File: config.mk
export PLATFORM = sky130hd
export DESIGN_NAME = lcd_clkdiv_ctrl
export DESIGN_NICKNAME = d
export VERILOG_FILES = /design/src/rtl/lcd_clk_pkg.sv /design/src/rtl/lcd_sync2.sv /design/src/rtl/lcd_clkdiv_ctrl.sv
export SDC_FILE = /design/constraint.sdc
export NUM_CORES = 1
export LEC_CHECK = 0
export ABC_AREA = 1
export BUFFER_PORTS_ARGS = -buffer_cell sky130_fd_sc_hd__buf_4
export CAP_MARGIN = 40
export CORE_MARGIN = 2
export CORE_UTILIZATION = 62
export DETAILED_ROUTE_END_ITERATION = 16
export PLACE_DENSITY = 0.84
export SLEW_MARGIN = 5
export SYNTH_ARGS = -nofsm -noshare
export SYNTH_HDL_FRONTEND = slang
export SYNTH_HIERARCHICAL = 1
export SYNTH_SLANG_ARGS = --single-unit
File: constraint.sdc
create_clock -name clk -period 3.2 [get_ports clk]
set_input_delay 0.16 -clock clk [delete_from_list [all_inputs] [get_ports clk]]
set_output_delay 0.16 -clock clk [all_outputs]
set_load 0.01 [all_outputs]
File: src/rtl/lcd_clk_pkg.sv
// Shared types and defaults for the LCD pixel-clock divider sequencing logic.
package lcd_clk_pkg;

  typedef enum logic [1:0] {
    WAIT_LOCK = 2'd0,
    SETTLE    = 2'd1,
    RUN       = 2'd2,
    CALIB     = 2'd3
  } lcd_state_e;

  localparam int unsigned LOCK_CYCLES_DEF   = 1024;
  localparam int unsigned SETTLE_CYCLES_DEF = 64;
  localparam int unsigned CALIB_HIGH_DEF    = 4;
  localparam int unsigned CALIB_GAP_DEF     = 8;

  // One shared counter serves every timed phase, so it is sized for the longest.
  function automatic int unsigned cnt_width(input int unsigned a, input int unsigned b,
                                            input int unsigned c, input int unsigned d);
    int unsigned m;
    m = a;
    if (b > m) m = b;
    if (c > m) m = c;
    if (d > m) m = d;
    return (m < 2) ? 1 : $clog2(m);
  endfunction

endpackage

File: src/rtl/lcd_sync2.sv
// Two-flop synchroniser for a single asynchronous level; clears to 0 on reset.
module lcd_sync2 (
  input  logic clk,
  input  logic reset,
  input  logic d_i,
  output logic q_o
);

  logic [1:0] sync_q;

  always_ff @(posedge clk) begin
    if (reset) sync_q <= 2'b00;
    else       sync_q <= {sync_q[0], d_i};
  end

  assign q_o = sync_q[1];

endmodule

File: src/rtl/lcd_clkdiv_ctrl.sv
// Power-up and phase-trim sequencer for the LCD pixel-clock divider: lock qualify,
// divider reset release, settle, LCD reset release, then counted CALIB pulse trains.
module lcd_clkdiv_ctrl
  import lcd_clk_pkg::*;
#(
  parameter int unsigned LOCK_CYCLES   = LOCK_CYCLES_DEF,
  parameter int unsigned SETTLE_CYCLES = SETTLE_CYCLES_DEF,
  parameter int unsigned CALIB_HIGH    = CALIB_HIGH_DEF,
  parameter int unsigned CALIB_GAP     = CALIB_GAP_DEF,
  parameter int unsigned STEP_W        = 4
) (
  input  logic              clk,
  input  logic              reset,
  input  logic              pll_lock,
  input  logic              calib_req,
  input  logic [STEP_W-1:0] calib_steps,
  output logic              div_resetn,
  output logic              div_calib,
  output logic              lcd_rst,
  output logic              ready,
  output logic              busy,
  output logic              calib_done,
  output lcd_state_e        dbg_state
);

  localparam int unsigned CNT_W = cnt_width(LOCK_CYCLES, SETTLE_CYCLES, CALIB_HIGH, CALIB_GAP);
  localparam logic [CNT_W-1:0]  CNT_ONE     = CNT_W'(1);
  localparam logic [CNT_W-1:0]  LOCK_LAST   = CNT_W'(LOCK_CYCLES - 1);
  localparam logic [CNT_W-1:0]  SETTLE_LAST = CNT_W'(SETTLE_CYCLES - 1);
  localparam logic [CNT_W-1:0]  HIGH_LAST   = CNT_W'(CALIB_HIGH - 1);
  localparam logic [CNT_W-1:0]  GAP_LAST    = CNT_W'(CALIB_GAP - 1);
  localparam logic [STEP_W-1:0] STEP_ONE    = STEP_W'(1);

  logic lk;

  lcd_sync2 u_lock_sync (
    .clk   (clk),
    .reset (reset),
    .d_i   (pll_lock),
    .q_o   (lk)
  );

  lcd_state_e        state_q, state_d;
  logic [CNT_W-1:0]  cnt_q, cnt_d;
  logic [STEP_W-1:0] steps_q, steps_d;
  logic div_resetn_q, div_resetn_d;
  logic div_calib_q, div_calib_d;
  logic lcd_rst_q, lcd_rst_d;
  logic ready_q, ready_d;
  logic busy_q, busy_d;
  logic calib_done_q, calib_done_d;

  // Handshake: calib_req is a one-cycle strobe taken only while ready is high;
  // there is no backpressure, and a strobe seen while not ready is dropped.
  always_comb begin
    state_d      = state_q;
    cnt_d        = cnt_q;
    steps_d      = steps_q;
    div_resetn_d = div_resetn_q;
    div_calib_d  = div_calib_q;
    lcd_rst_d    = lcd_rst_q;
    ready_d      = ready_q;
    busy_d       = busy_q;
    calib_done_d = 1'b0;

    if (state_q != WAIT_LOCK && !lk) begin
      state_d      = WAIT_LOCK;
      cnt_d        = '0;
      steps_d      = '0;
      div_resetn_d = 1'b0;
      div_calib_d  = 1'b0;
      lcd_rst_d    = 1'b1;
      ready_d      = 1'b0;
      busy_d       = 1'b0;
    end else begin
      case (state_q)
        WAIT_LOCK: begin
          if (!lk) begin
            cnt_d = '0;
          end else if (cnt_q == LOCK_LAST) begin
            state_d      = SETTLE;
            cnt_d        = '0;
            div_resetn_d = 1'b1;
          end else begin
            cnt_d = cnt_q + CNT_ONE;
          end
        end
        SETTLE: begin
          if (cnt_q == SETTLE_LAST) begin
            state_d   = RUN;
            cnt_d     = '0;
            lcd_rst_d = 1'b0;
            ready_d   = 1'b1;
          end else begin
            cnt_d = cnt_q + CNT_ONE;
          end
        end
        RUN: begin
          if (calib_req) begin
            steps_d = calib_steps;
            if (calib_steps == '0) begin
              calib_done_d = 1'b1;
            end else begin
              state_d     = CALIB;
              cnt_d       = '0;
              busy_d      = 1'b1;
              ready_d     = 1'b0;
              div_calib_d = 1'b1;
            end
          end
        end
        CALIB: begin
          // The registered div_calib level doubles as the high/gap phase flag.
          if (div_calib_q) begin
            if (cnt_q == HIGH_LAST) begin
              cnt_d       = '0;
              div_calib_d = 1'b0;
            end else begin
              cnt_d = cnt_q + CNT_ONE;
            end
          end else if (cnt_q == GAP_LAST) begin
            cnt_d = '0;
            if (steps_q == STEP_ONE) begin
              state_d      = RUN;
              steps_d      = '0;
              busy_d       = 1'b0;
              ready_d      = 1'b1;
              calib_done_d = 1'b1;
            end else begin
              steps_d     = steps_q - STEP_ONE;
              div_calib_d = 1'b1;
            end
          end else begin
            cnt_d = cnt_q + CNT_ONE;
          end
        end
        default: state_d = WAIT_LOCK;
      endcase
    end
  end

  always_ff @(posedge clk) begin
    if (reset) begin
      state_q      <= WAIT_LOCK;
      cnt_q        <= '0;
      steps_q      <= '0;
      div_resetn_q <= 1'b0;
      div_calib_q  <= 1'b0;
      lcd_rst_q    <= 1'b1;
      ready_q      <= 1'b0;
      busy_q       <= 1'b0;
      calib_done_q <= 1'b0;
    end else begin
      state_q      <= state_d;
      cnt_q        <= cnt_d;
      steps_q      <= steps_d;
      div_resetn_q <= div_resetn_d;
      div_calib_q  <= div_calib_d;
      lcd_rst_q    <= lcd_rst_d;
      ready_q      <= ready_d;
      busy_q       <= busy_d;
      calib_done_q <= calib_done_d;
    end
  end

  assign div_resetn = div_resetn_q;
  assign div_calib  = div_calib_q;
  assign lcd_rst    = lcd_rst_q;
  assign ready      = ready_q;
  assign busy       = busy_q;
  assign calib_done = calib_done_q;
  assign dbg_state  = state_q;

endmodule

---- After elaboration in Yosys (flattened, before gate mapping) ----
Index checks and enable logic that the tools add are counted.
storage, ports and cells
  RAM bits ................................ 0
  word-level logic and storage cells ...... 91
  register bits ........................... 24
  memories kept ........................... 0
  bits in latches ......................... 0
  ROM bits ................................ 0
operators by class
  eq/ne operators ......................... 16
  shift-type cells ........................ 0
  add/subtract/negate cells ............... 2
  mux-type cells .......................... 47
  div/mod/pow operators ................... 0
  $mul .................................... 0
  magnitude comparators ................... 0
  reductions and logical operators ........ 16
  bitwise operators ....................... 0
operator list
  operator                 number
  $mux W10                 8
  $pmux W10 S4             1
  $mux W1                  20
  $mux W2                  8
  $mux W4                  4
  $ne A2 B2 Y1 const B     7
  $add A10 B1 Y10 const B  1
  $eq A10 B10 Y1 const B   1
  $eq A10 B2 Y1 const B    1
  $eq A10 B3 Y1 const B    1
  $eq A10 B6 Y1 const B    1
  $pmux W2 S4              1
  $pmux W4 S2              1
  $reduce_and A8 Y1        1
  $reduce_and A7 Y1        1
  $pmux W1 S2              3
  $reduce_and A3 Y1        2
  $reduce_and A6 Y1        1
  $eq A2 B2 Y1 const B     2
  $eq A4 B1 Y1 const B     1
  $logic_not A4 Y1         1
  $reduce_and A2 Y1        2
  $reduce_and A4 Y1        1
  $reduce_bool A2 Y1       2
  9 further kinds          9

---- Logic depth before layout (Yosys ltp) ----
Gate-level depths: netlist of the first run.
  depth in word-level cells ............... 5
  depth in mapped cells ................... 11

---- By module ----
The synthesis of the first run kept the hierarchy.
modules (own cells, without submodules)
  module           cells an instance  times used  sequential area each (um^2)  area an instance (um^2)
  lcd_clkdiv_ctrl  212                1           440.4                        1405.1
  lcd_sync2        6                  1           40.0                         55.1

---- Worst setup path after synthesis of the first run ----
OpenSTA, ideal clock, no wires.
  kind .................................... register -> register
  from .................................... register state_q[0] (netlist: dbg_state[0])
  to ...................................... register cnt_q[5]
  arrival ................................. 1.556 ns
  stages on the path, launching flop included .. 12
  buffers on the path ..................... 0
  period minus slack after synthesis ...... 1.612 ns
  slack ................................... 1.588 ns
  library setup time ...................... 0.057 ns
  cell sequence ........................... dfxtp_1 > inv_1 > ha_1 > nand4_1 > nand2_2 > inv_2 > nand2_1 > nor2_1 > nor2_1 > nor2_1 > nand3_1 > inv_1
between the ends
  longest elaborated chain between the ends .. 3
RTL lines
  what                                                                    line                                          RTL
  from (decl)                                                             lcd_clkdiv_ctrl.sv:43                         lcd_state_e state_q, state_d;
  from (signal assigned)                                                  lcd_clkdiv_ctrl.sv:154                        state_q <= state_d;
  $eq A2 B2 Y1 or $reduce_bool A2 Y1 (tied branches)                      lcd_clkdiv_ctrl.sv:76, lcd_clkdiv_ctrl.sv:66
  $ne A2 B2 Y1 (no source line) or $logic_and A1 B1 Y1 (tied branches)    --
  $reduce_and A2 Y1 (no source line) or $reduce_or A2 Y1 (tied branches)  --
  to (signal assigned)                                                    lcd_clkdiv_ctrl.sv:155                        cnt_q <= cnt_d;
  to (decl)                                                               lcd_clkdiv_ctrl.sv:44                         logic [CNT_W-1:0] cnt_q, cnt_d;
Parallel ways exist; a longest one is shown, timed or not.
A chain may end at the register's enable or synchronous reset.

---- Worst setup path in the final report of the first run ----
  from .................................... register state_q[0] (netlist: dbg_state[0])
  to ...................................... register cnt_q[8]
The elaborated chain is that of the path after synthesis.

==> impl_results.md, run 1 <==
* Placer Congestion at 0.8757
* Largest net degree at the start of global routing at 15
* First-pass GRT wire length at 5.409 mm
* Die Area at 2759 um^2
* VDD IR max at 0.0002349 V
* Syn nets at 233
* Post-synthesis mux area share at 0
* Nets at 251
* Pwr dens at 284.1 nW/um^2
* Area contributors post-synth: dfxtp_1 33%, nand2_1 10%, inv_1 8.2%, nor2_1 6.9%, nand3_1 6.5%
* CP max stage delay at 0.44 ns
* Area grow syn2layout at 10.97%
* Via count at 1436
* Final Max Tran Viols at 0
* ANT nets after route at 0
* Clk Latency, worst-skew pair at 0.31 ns
* CP most frequent cell: o21ai_0
* Worst path cell trace: inv_1, ha_1, nand4_1, nand2_2, inv_2, nand3_1, o21ai_0, o21ai_0, nor2_1
* Status: complete, no violations
* Total CTS buffers at 3
* Yosys reg bits at 24
* H-tree levels at 1
* Drt initial violations at 37
* DIE HEIGHT at 52.53 um
* Critical path class: flip-flop to flip-flop
* Vias/cell at 5.481
* Port Buffers at 15
* DRT Wirelength at 3.190 mm
* CTS Root Cell: clkbuf_4
* Startpoint Class: flip-flop
* Post-DP HPWL at 2.448 mm
* Met2 GRT Util at 0.4521
* Synth Instances at 218
* Fin crit share at 0.5875
* Seq/Total Area, Yosys at 0.3290
* Pre-Repair DR Iteration Count at 5
* Per-cell routed wire length at 12.18 um
* Core footprint at 2212 um^2
* Initial core utilization at 0.6601
* Worst Path Max Fanout at 9
* Aggregate global-route resource usage at 0.2618
* Post-CTS Hold Fix Bufs at 0
* Req. time, crit path at 3.47 ns
* Max-cap viol count at 0
* Sequential share of power at 0.656
* Bufs on Longest Clock Path at 2
* Leakage Power at 0.7571 nW
* Logic pwr share at 0.057
* Switch share at 0.2266
* GR Util met1 at 0.3375
* Final min period at 1.880 ns
* P_sw at 0.0001043 W
* Synth Area in Adders at 0.05998
* Fin area at 1620 um^2
* Initial antenna violation count at 0
* Post-route DRC at 0
* Post-Syn Area at 1460 um^2
* Worst-Margin Slew at 0.4897 ns
* Post-CTS Resized at 0
* Power Internal at 0.0003560 W
* Diodes inserted at 0
* Die Width at 52.53 um
* Syn Area/Cell at 6.698 um^2
* RSZ-0062 raised after global routing: no
* Final setup viols at 0
* Number of fill cells in the layout at 197
* Clock Sinks at 24
* Post-synth top area share at 0.3290
* CTS tree: built
* GR peak layer: met2
* Endpoints failing hold at 0
* Vias in the first global route at 1289
* Largest family of logic cells by synthesized area: simple AND/OR/NAND/NOR gates
* Clk slew on worst S/H paths at 0.12 ns
* Cell Area, Placed at 1598 um^2
* Gr ovfl total at 0
* I/O pin count at 16
* Met3 Usage GRT at 0.02571
* Worst hold path class: input port to flip-flop
* Slowest cell on the critical path: dfxtp_1
* Post-synth cell types at 26
* YS warnings at 6
* Synth Area in XOR/XNOR at 0.02399
* Simple-Gate Fraction of Synth Area at 0.3556
* Yosys top cell by area: dfxtp_1
* Critical Path End Type: flip-flop
* Floorplan row count at 17
* Fraction of power consumed by the clock network at 0.288
* Clk_skew at 0.001449 ns
* # Post-CTS Setup Buffers at 0
* Total negative slack at 0 ns
* Crit path DAT at 2.15 ns
* Share of post-route cells with drive strength above 1 at 0.1496
* F_max at 531.9 MHz
* Synth Area in Compound Gates at 0.1345
* Slew headroom at 0.6736
-- cell usage after synthesis, drive strengths merged --
| master | instances |
|---|---|
| a211oi | 1 |
| a21oi | 18 |
| a31oi | 2 |
| buf | 2 |
| dfxtp | 24 |
| ha | 7 |
| inv | 35 |
| nand2 | 47 |
| nand3 | 20 |
| nand4 | 9 |
| nor2 | 29 |
| nor3 | 4 |
| o21a | 1 |
| o21ai | 13 |
| o22ai | 1 |
| or2 | 1 |
| xnor2 | 1 |
| xor2 | 3 |
-- per-layer routing --
layer	part of all wire	routed length [um]	vias up
li1	-	-	739
met1	0.47	1500	653
met2	0.47	1512	38
met3	0.040	129	6
met4	0.015	48	0
met5	0	0	-
-- logic make-up (layout without fill, tap and decap cells) --
family,Yosys count,after routing
compound gates,36,36
xor+xnor,4,4
fa+ha+maj,7,7
buf+inv,37,53
flops,24,24
simple gates,110,110
-- flip-flops by register name, indices dropped and copies added, names as in the netlist --
signal / cells
dbg_state: 2
div_resetn: 1
lcd_rst: 1
steps_q: 4
div_calib: 1
calib_done: 1
busy: 1
cnt_q: 10
u_lock_sync/sync_q: 2
ready: 1
-- cell usage in the layout (no fill, tap or decap), types with 2 or more instances in the layout --
master / count
nor2_1: 27
nand2_2: 7
inv_2: 3
a21oi_2: 2
ha_1: 7
clkbuf_4: 3
o21ai_0: 12
nand3_1: 19
buf_4: 15
nor3_1: 3
a21oi_1: 16
a31oi_1: 2
dfxtp_1: 24
nand2_1: 40
nand4_1: 9
inv_1: 32
xor2_1: 3
-- worst paths after layout --
kind | slack (ns) | to | from | depth (start not counted)
worst min register to register | 0.43 | u_lock_sync/sync_q[1] | u_lock_sync/sync_q[0] | 2
worst max register to register | 1.32 | cnt_q[8] | dbg_state[0] | 9
worst min-delay path | 0.02 | u_lock_sync/sync_q[0] | reset | 2
worst max-delay path | 1.32 | cnt_q[8] | dbg_state[0] | 9
-- layout make-up --
type                    instances  area (um^2)  area share
clock buffers                   3        22.52     0.01390
repair buffers                 15        112.6     0.06950
well taps                      28        35.03     0.02162
flip-flops and latches         24        480.5      0.2965
multi-input cells             157        838.3      0.5174
inverters                      35        131.4     0.08108
-- critical path: cells and delay by family, from the launching register on --
family,cells,cell delay [ns]
AO/OA/AOI/OAI,2,0.25
adder cells (fa/ha/maj),1,0.29
flip-flops,1,0.44
AND/OR/NAND/NOR,4,0.57
buffers and inverters,2,0.28
-- stage by stage --
step / hold WS (ns) / utilization / total power, W / cells / setup slack [ns]
after floorplan: 0.2312 / - / 0.0003229 / 218 / 1.588
after global placement: 0.3598 / 0.7223 / 0.0003335 / 259 / 1.411
after detailed placement: 0.3639 / 0.7223 / 0.0003344 / 259 / 1.362
after CTS: 0.01525 / 0.7325 / 0.0004650 / 262 / 1.333
after global routing: 0.01594 / 0.7325 / 0.0004790 / 262 / 1.143
final: 0.02046 / 0.7325 / 0.0004603 / 262 / 1.320
-- power groups by stage --
stage                     Combinational [W]  Sequential, W  Clock, W
after detailed placement          0.0000258       0.000309         0
final                             0.0000260       0.000302  0.000132
after floorplan                   0.0000146       0.000308         0
after CTS                         0.0000260       0.000302  0.000137
after global routing              0.0000294       0.000302  0.000147
after global placement            0.0000250       0.000308         0
Note: power is estimated with default switching activity, not from simulation.
==> inputs of run 2 (changes only) <==
Settings changed: ABC_AREA 1 to 0, CORE_UTILIZATION 62 to 52, PLACE_DENSITY 0.84 to 0.75.
Clock period 3.2 ns to 1.64 ns, I/O delays scaled along.
==> impl_results.md, run 2 <==
* Sequential share of power at 0.592
* Final Max Tran Viols at 0
* Most frequent cells in the layout: 68 x buf_4, 16 x nor2_1, 13 x dfxtp_1, 12 x nand2_1, 10 x dfxtp_2
* Post-synthesis mux area share at 0.006932
* First-pass GRT wire length at 8.045 mm
* Violated checks: setup timing
* Fin area at 2338 um^2
* Share of post-route cells with drive strength above 1 at 0.5628
* I/O pin count at 16
* Port Buffers at 15
* Final Power at 0.0009927 W
* Yosys top cell by area: dfxtp_1
* FF-to-FF setup slack at -0.34 ns
* Bufs on Longest Clock Path at 2
* Clock Sinks at 24
* Biggest regs: cnt_q (10), steps_q (4)
* Per-cell routed wire length at 20.49 um
* Worst-Margin Slew at 0.3119 ns
* Slew headroom at 0.7888
* Power Internal at 0.0007523 W
* Synth Instances at 175
* Worst hold path class: input port to flip-flop
* Cell with the most instances after synthesis: dfxtp_1
* Post-synth EDFFs at 0
* Status: finished with violations
* DRT Wirelength at 5.697 mm
* Top post-synthesis cells by count: 24 x dfxtp_1, 16 x nor2_1, 15 x nand2_1
* Clk Latency, worst-skew pair at 0.34 ns
* Aggregate global-route resource usage at 0.3205
* Routed met3 length at 376 um
* Synth Area in Compound Gates at 0.2296
* Pwr dens at 424.5 nW/um^2
* Die Width at 56.70 um
* YS warnings at 6
* Seq/Total Area, Yosys at 0.3328
* Area contributors post-synth: dfxtp_1 33%, ha_1 6.1%, nor2_1 4.2%, nand2_1 3.9%, a21oi_1 3.8%
* Worst Path Max Fanout at 4
* Placed cell count at 263
* Initial core utilization at 0.5375
* Final setup viols at 16
* ANT nets after route at 0
* Clk slew on worst S/H paths at 0.15 ns
* RSZ-0062 raised after global routing: yes
* Placer Congestion at 0.9179
* Post-Syn Area at 1444 um^2
* Crit path DAT at 2.24 ns
* Max-cap viol count at 0
* Nets at 263
* Fraction of power consumed by the clock network at 0.343
* Post-route DRC at 0
* Gr ovfl total at 0
* Post-Layout Cell Count at 278
* Post-synth cell types at 50
* Max reg flops at 10
* Number of fill cells in the layout at 130
* Hold slack final at 0.03545 ns
* F_max at 504.2 MHz
* Routed met2 length at 2.903 mm
* Pre-Repair DR Iteration Count at 5
* Via count at 1757
* Vias/cell at 6.320
* Critical path class: flip-flop to flip-flop
* Initial antenna violation count at 0
* Largest net degree at the start of global routing at 14
* Met1 WL at 2.177 mm
* Top routing layer in use: met4
* DIE HEIGHT at 56.70 um
* Synth Area in Adders at 0.06066
* Post-DP HPWL at 3.015 mm
* Drt initial violations at 146
* Main synth FF type: dfxtp_1
* Syn nets at 190
* Total CTS buffers at 3
* Post-synth top area share at 0.3328
* Logic pwr share at 0.065
* Req. time, crit path at 1.89 ns
* Leakage Power at 0.9635 nW
* Place WS at -0.2558 ns
* P_sw at 0.0002404 W
* Die Area at 3214 um^2
* CTS Root Cell: clkbuf_4
* Fin crit share at 1.209
* CTS tree: built
* H-tree levels at 1
* Setup ws final at -0.3435 ns
* Final min period at 1.983 ns
* Synth Area in XOR/XNOR at 0.03033
* Diodes inserted at 0
* Yosys reg bits at 24
* Core footprint at 2686 um^2
* Simple-Gate Fraction of Synth Area at 0.2738
* Endpoints failing hold at 0
* Most common cell after layout, fill and taps aside: buf_4
* Startpoint Class: flip-flop
* Largest Register: cnt_q
* Clk_skew at 0.01692 ns
* Syn Area/Cell at 8.251 um^2
* VDD IR max at 0.0005079 V
* Asr flop ratio synth at 0
* Largest family of logic cells by synthesized area: simple AND/OR/NAND/NOR gates
* Switch share at 0.2422
* Critical Path End Type: flip-flop
* Cell Area, Placed at 1957 um^2
* Floorplan row count at 19
* Vias in the first global route at 1702
* Area grow syn2layout at 61.96%
run 2: path summary, 6_finish.rpt:
| path | from | end | depth (start not counted) |
|---|---|---|---|
| min | calib_req | calib_done | 3 |
| max | steps_q[1] | dbg_state[0] | 8 |
| min reg2reg | u_lock_sync/sync_q[0] | u_lock_sync/sync_q[1] | 1 |
| max reg2reg | steps_q[1] | dbg_state[0] | 8 |
run 2: final cells by class:
cell class                      count  area, um^2  share of cell area
Sequential cell                    24       496.7              0.2124
Timing Repair Buffer               77       609.3              0.2606
Tap cell                           31       38.79             0.01659
Inverter                           11       41.29             0.01766
Multi-Input combinational cell    131        1116              0.4773
Clock buffer                        4       36.28             0.01552
run 2: metal layers:
metal,up-vias,GRT usage
met4,0,0.1395
met1,842,0.3897
met2,107,0.5681
met3,29,0.02995
li1,779,-
met5,-,0
run 2: logic make-up after synthesis:
family                     after synthesis
DFF                                     24
AOI/OAI and AO/OA                       46
and+or+nand+nor                         71
xor gates and xnor gates                 5
buffers and inverters                   21
muxes                                    1
adders and majority gates                7
run 2: worst max-delay path: stages (launching register included):
cell	delay, ns
dfxtp_2	0.36
inv_2	0.07
ha_4	0.13
or3b_4	0.39
a22oi_2	0.19
nor4b_4	0.24
buf_4	0.18
nand2b_1	0.09
o221a_1	0.24
run 2: per-stage QoR:
step                      setup TNS (ns)  utilization
after floorplan                  -0.4944            -
after global placement            -1.501       0.7285
after detailed placement          -2.487       0.7285
after CTS                         -1.175       0.8090
after global routing              -2.906       0.8705
final                             -1.698       0.8705
run 2: repair_timing:
action | 4_1_cts | 5_1_grt
setup buffers | 3 | 6
endpoints found under the setup margin | 19 | 20
gates resized for setup | 32 | 33
endpoints found under the hold margin | 2 | 0
hold buffers | 2 | 0
cloned | 1 | 0
pin swaps | 17 | 17
run 2: power by group through the flow:
stage	logic (W)	clock network (W)	registers (W)
after CTS	0.0000580	0.000328	0.000587
after detailed placement	0.0000511	0	0.000599
after global routing	0.0000693	0.000361	0.000588
after global placement	0.0000489	0	0.000599
after floorplan	0.0000198	0	0.000599
final	0.0000647	0.000341	0.000587
==> inputs of run 3 (changes only) <==
Settings changed: CORE_ASPECT_RATIO set to 1.2, CORE_UTILIZATION 52 to 51, PLACE_DENSITY 0.75 to 0.74, SYNTH_HIERARCHICAL 1 to unset.
==> impl_results.md, run 3 <==
* Syn Area/Cell at 8.567 um^2
* CTS Root Cell: clkbuf_4
* Final setup viols at 18
* RSZ-0062 raised after global routing: yes
* Vias/cell at 5.972
* Clk_skew at 0.009919 ns
* Total CTS buffers at 3
* Met2 GRT Util at 0.5132
* CTS tree: built
* Slowest cell on the critical path: or4_4
* ANT nets after route at 0
* Via count at 1505
* Yosys top cell by area: dfxtp_1
* Clk slew on worst S/H paths at 0.14 ns
* Startpoint Class: flip-flop
* Seq/Total Area, Yosys at 0.3572
* Bufs on Longest Clock Path at 2
* Biggest regs: cnt_q (10), steps_q (4)
* Area contributors post-synth: dfxtp_1 36%, ha_1 6.5%, nor2_1 5.3%, a21oi_1 3.3%, xor2_1 3.3%
* Req. time, crit path at 1.88 ns
* Placer Congestion at 0.8840
* First-pass GRT wire length at 6.244 mm
* Leakage Power at 0.8847 nW
* Post-synth cell types at 45
* Pwr dens at 510.2 nW/um^2
* Aggregate global-route resource usage at 0.2787
* Diodes inserted at 0
* Max-cap viol count at 0
* Slew headroom at 0.7438
* F_max at 507.9 MHz
* Worst path cell trace: or4_4, o41ai_4, nand4b_4, or2_1, o221a_1
* Critical path class: flip-flop to flip-flop
* Worst Path Max Fanout at 3
* Initial antenna violation count at 0
* Post-synth top area share at 0.3572
* Area grow syn2layout at 58.70%
* Fin crit share at 1.201
* Met3 Usage GRT at 0.02500
* Crit path DAT at 2.21 ns
* Status: finished with violations
* Floorplan row count at 20
* CP max stage delay at 0.58 ns
* Main synth FF type: dfxtp_1
* GR peak layer: met2
* Asr flop ratio synth at 0
* Final Max Tran Viols at 0
* Pre-Repair DR Iteration Count at 4
* GR Util met1 at 0.3209
* Endpoints failing hold at 0
* Hold slack final at 0.05414 ns
* Yosys reg bits at 24
* Die Area at 3066 um^2
* Most frequent cells in the layout: 56 x buf_4, 16 x nor2_1, 15 x dfxtp_1, 9 x nand2_1, 9 x dfxtp_2
* Worst hold path class: input port to flip-flop
* Drt initial violations at 99
* Synth Instances at 157
* Syn nets at 172
* Port Buffers at 15
* Die Width at 50.88 um
* Worst-Margin Slew at 0.3808 ns
* Nets at 235
* Clk Latency, worst-skew pair at 0.33 ns
* Initial core utilization at 0.5322
* Per-cell routed wire length at 18.61 um
* Post-synth EDFFs at 0
* YS warnings at 0
* Clock Sinks at 24
* Violated checks: setup timing
* Largest Register: cnt_q
* Critical Path End Type: flip-flop
* Cell with the most instances after synthesis: dfxtp_1
* Total negative slack at -3.596 ns
* Utilization after layout at 0.8446
* I/O pin count at 16
* Setup ws final at -0.3289 ns
* VDD IR max at 0.0004875 V
* DRT Wirelength at 4.690 mm
* Core footprint at 2527 um^2
* Post-DP HPWL at 2.904 mm
* DIE HEIGHT at 60.26 um
* Post-Syn Area at 1345 um^2
* Gr ovfl total at 0
* Post-route DRC at 0
* Most common cell after layout, fill and taps aside: buf_4
* Max reg flops at 10
* Vias in the first global route at 1419
* Share of post-route cells with drive strength above 1 at 0.4886
* Top post-synthesis cells by count: 24 x dfxtp_1, 19 x nor2_1, 9 x a21oi_1, 9 x nand2_1
* Largest net degree at the start of global routing at 15
* Final min period at 1.969 ns
* H-tree levels at 1
==> run 3: worst max-delay path: cells and delay by family (launching register included) <==
| kind | cells | cell delay [ns] |
|---|---|---|
| DFF | 1 | 0.35 |
| and+or+nand+nor | 3 | 0.99 |
| AOI/OAI and AO/OA | 2 | 0.53 |
==> run 3: repair_timing <==
item,CTS,global route
gates resized for setup,4,43
endpoints found under the hold margin,2,0
buffers inserted,0,3
pin swaps,1,16
endpoints found under the setup margin,20,21
hold buffers,2,0
==> run 3: cells by family after synthesis <==
family,count (synthesis),synth area share
compound gates,37,0.2065
xor+xnor,9,0.05860
simple gates,67,0.2670
buf+inv,11,0.03070
flops,24,0.3572
fa+ha+maj,7,0.06511
mux,2,0.01488
==> run 3: worst paths after layout <==
path         slack, ns                  start               endpoint  depth (start not counted)
min reg2reg       0.48  u_lock_sync.sync_q[0]  u_lock_sync.sync_q[1]                          1
max              -0.33               cnt_q[9]           dbg_state[0]                          5
min               0.05              calib_req             calib_done                          3
max reg2reg      -0.33               cnt_q[9]           dbg_state[0]                          5
==> run 3: layer usage <==
| layer | up-vias | routed length, um |
|---|---|---|
| li1 | 693 | - |
| met4 | 0 | 135 |
| met2 | 50 | 2468 |
| met5 | - | 0 |
| met1 | 750 | 1842 |
| met3 | 12 | 244 |
==> run 3: area by class of cell <==
cell class	count	area [um^2]
timing repair buffer	63	496.7
clock inverter	1	30.03
inverter	6	22.52
clock buffer	3	22.52
fill	137	392.9
tap	33	41.29
multi-input combinational	122	1030
sequential	24	491.7
==> run 3: through the flow <==
stage	setup slack, ns	instances	area [um^2]	power, W
2_1_floorplan	-0.2432	157	1385	0.0006198
3_3_place_gp	-0.2178	243	1841	0.0006455
3_5_place_dp	-0.3164	243	1841	0.0006469
4_1_cts	-0.2837	249	1937	0.001079
5_1_grt	-0.3749	252	2135	0.001110
6_report	-0.3289	252	2135	0.001089
==> run 3: where the power goes <==
| part | leakage, nW | total [W] | internal (W) | switching [W] |
|---|---|---|---|---|
| clock network | 0.0279 | 0.000440 | 0.000247 | 0.000193 |
| registers | 0.198 | 0.000588 | 0.000586 | 0.00000207 |
| logic | 0.658 | 0.0000606 | 0.0000294 | 0.0000312 |
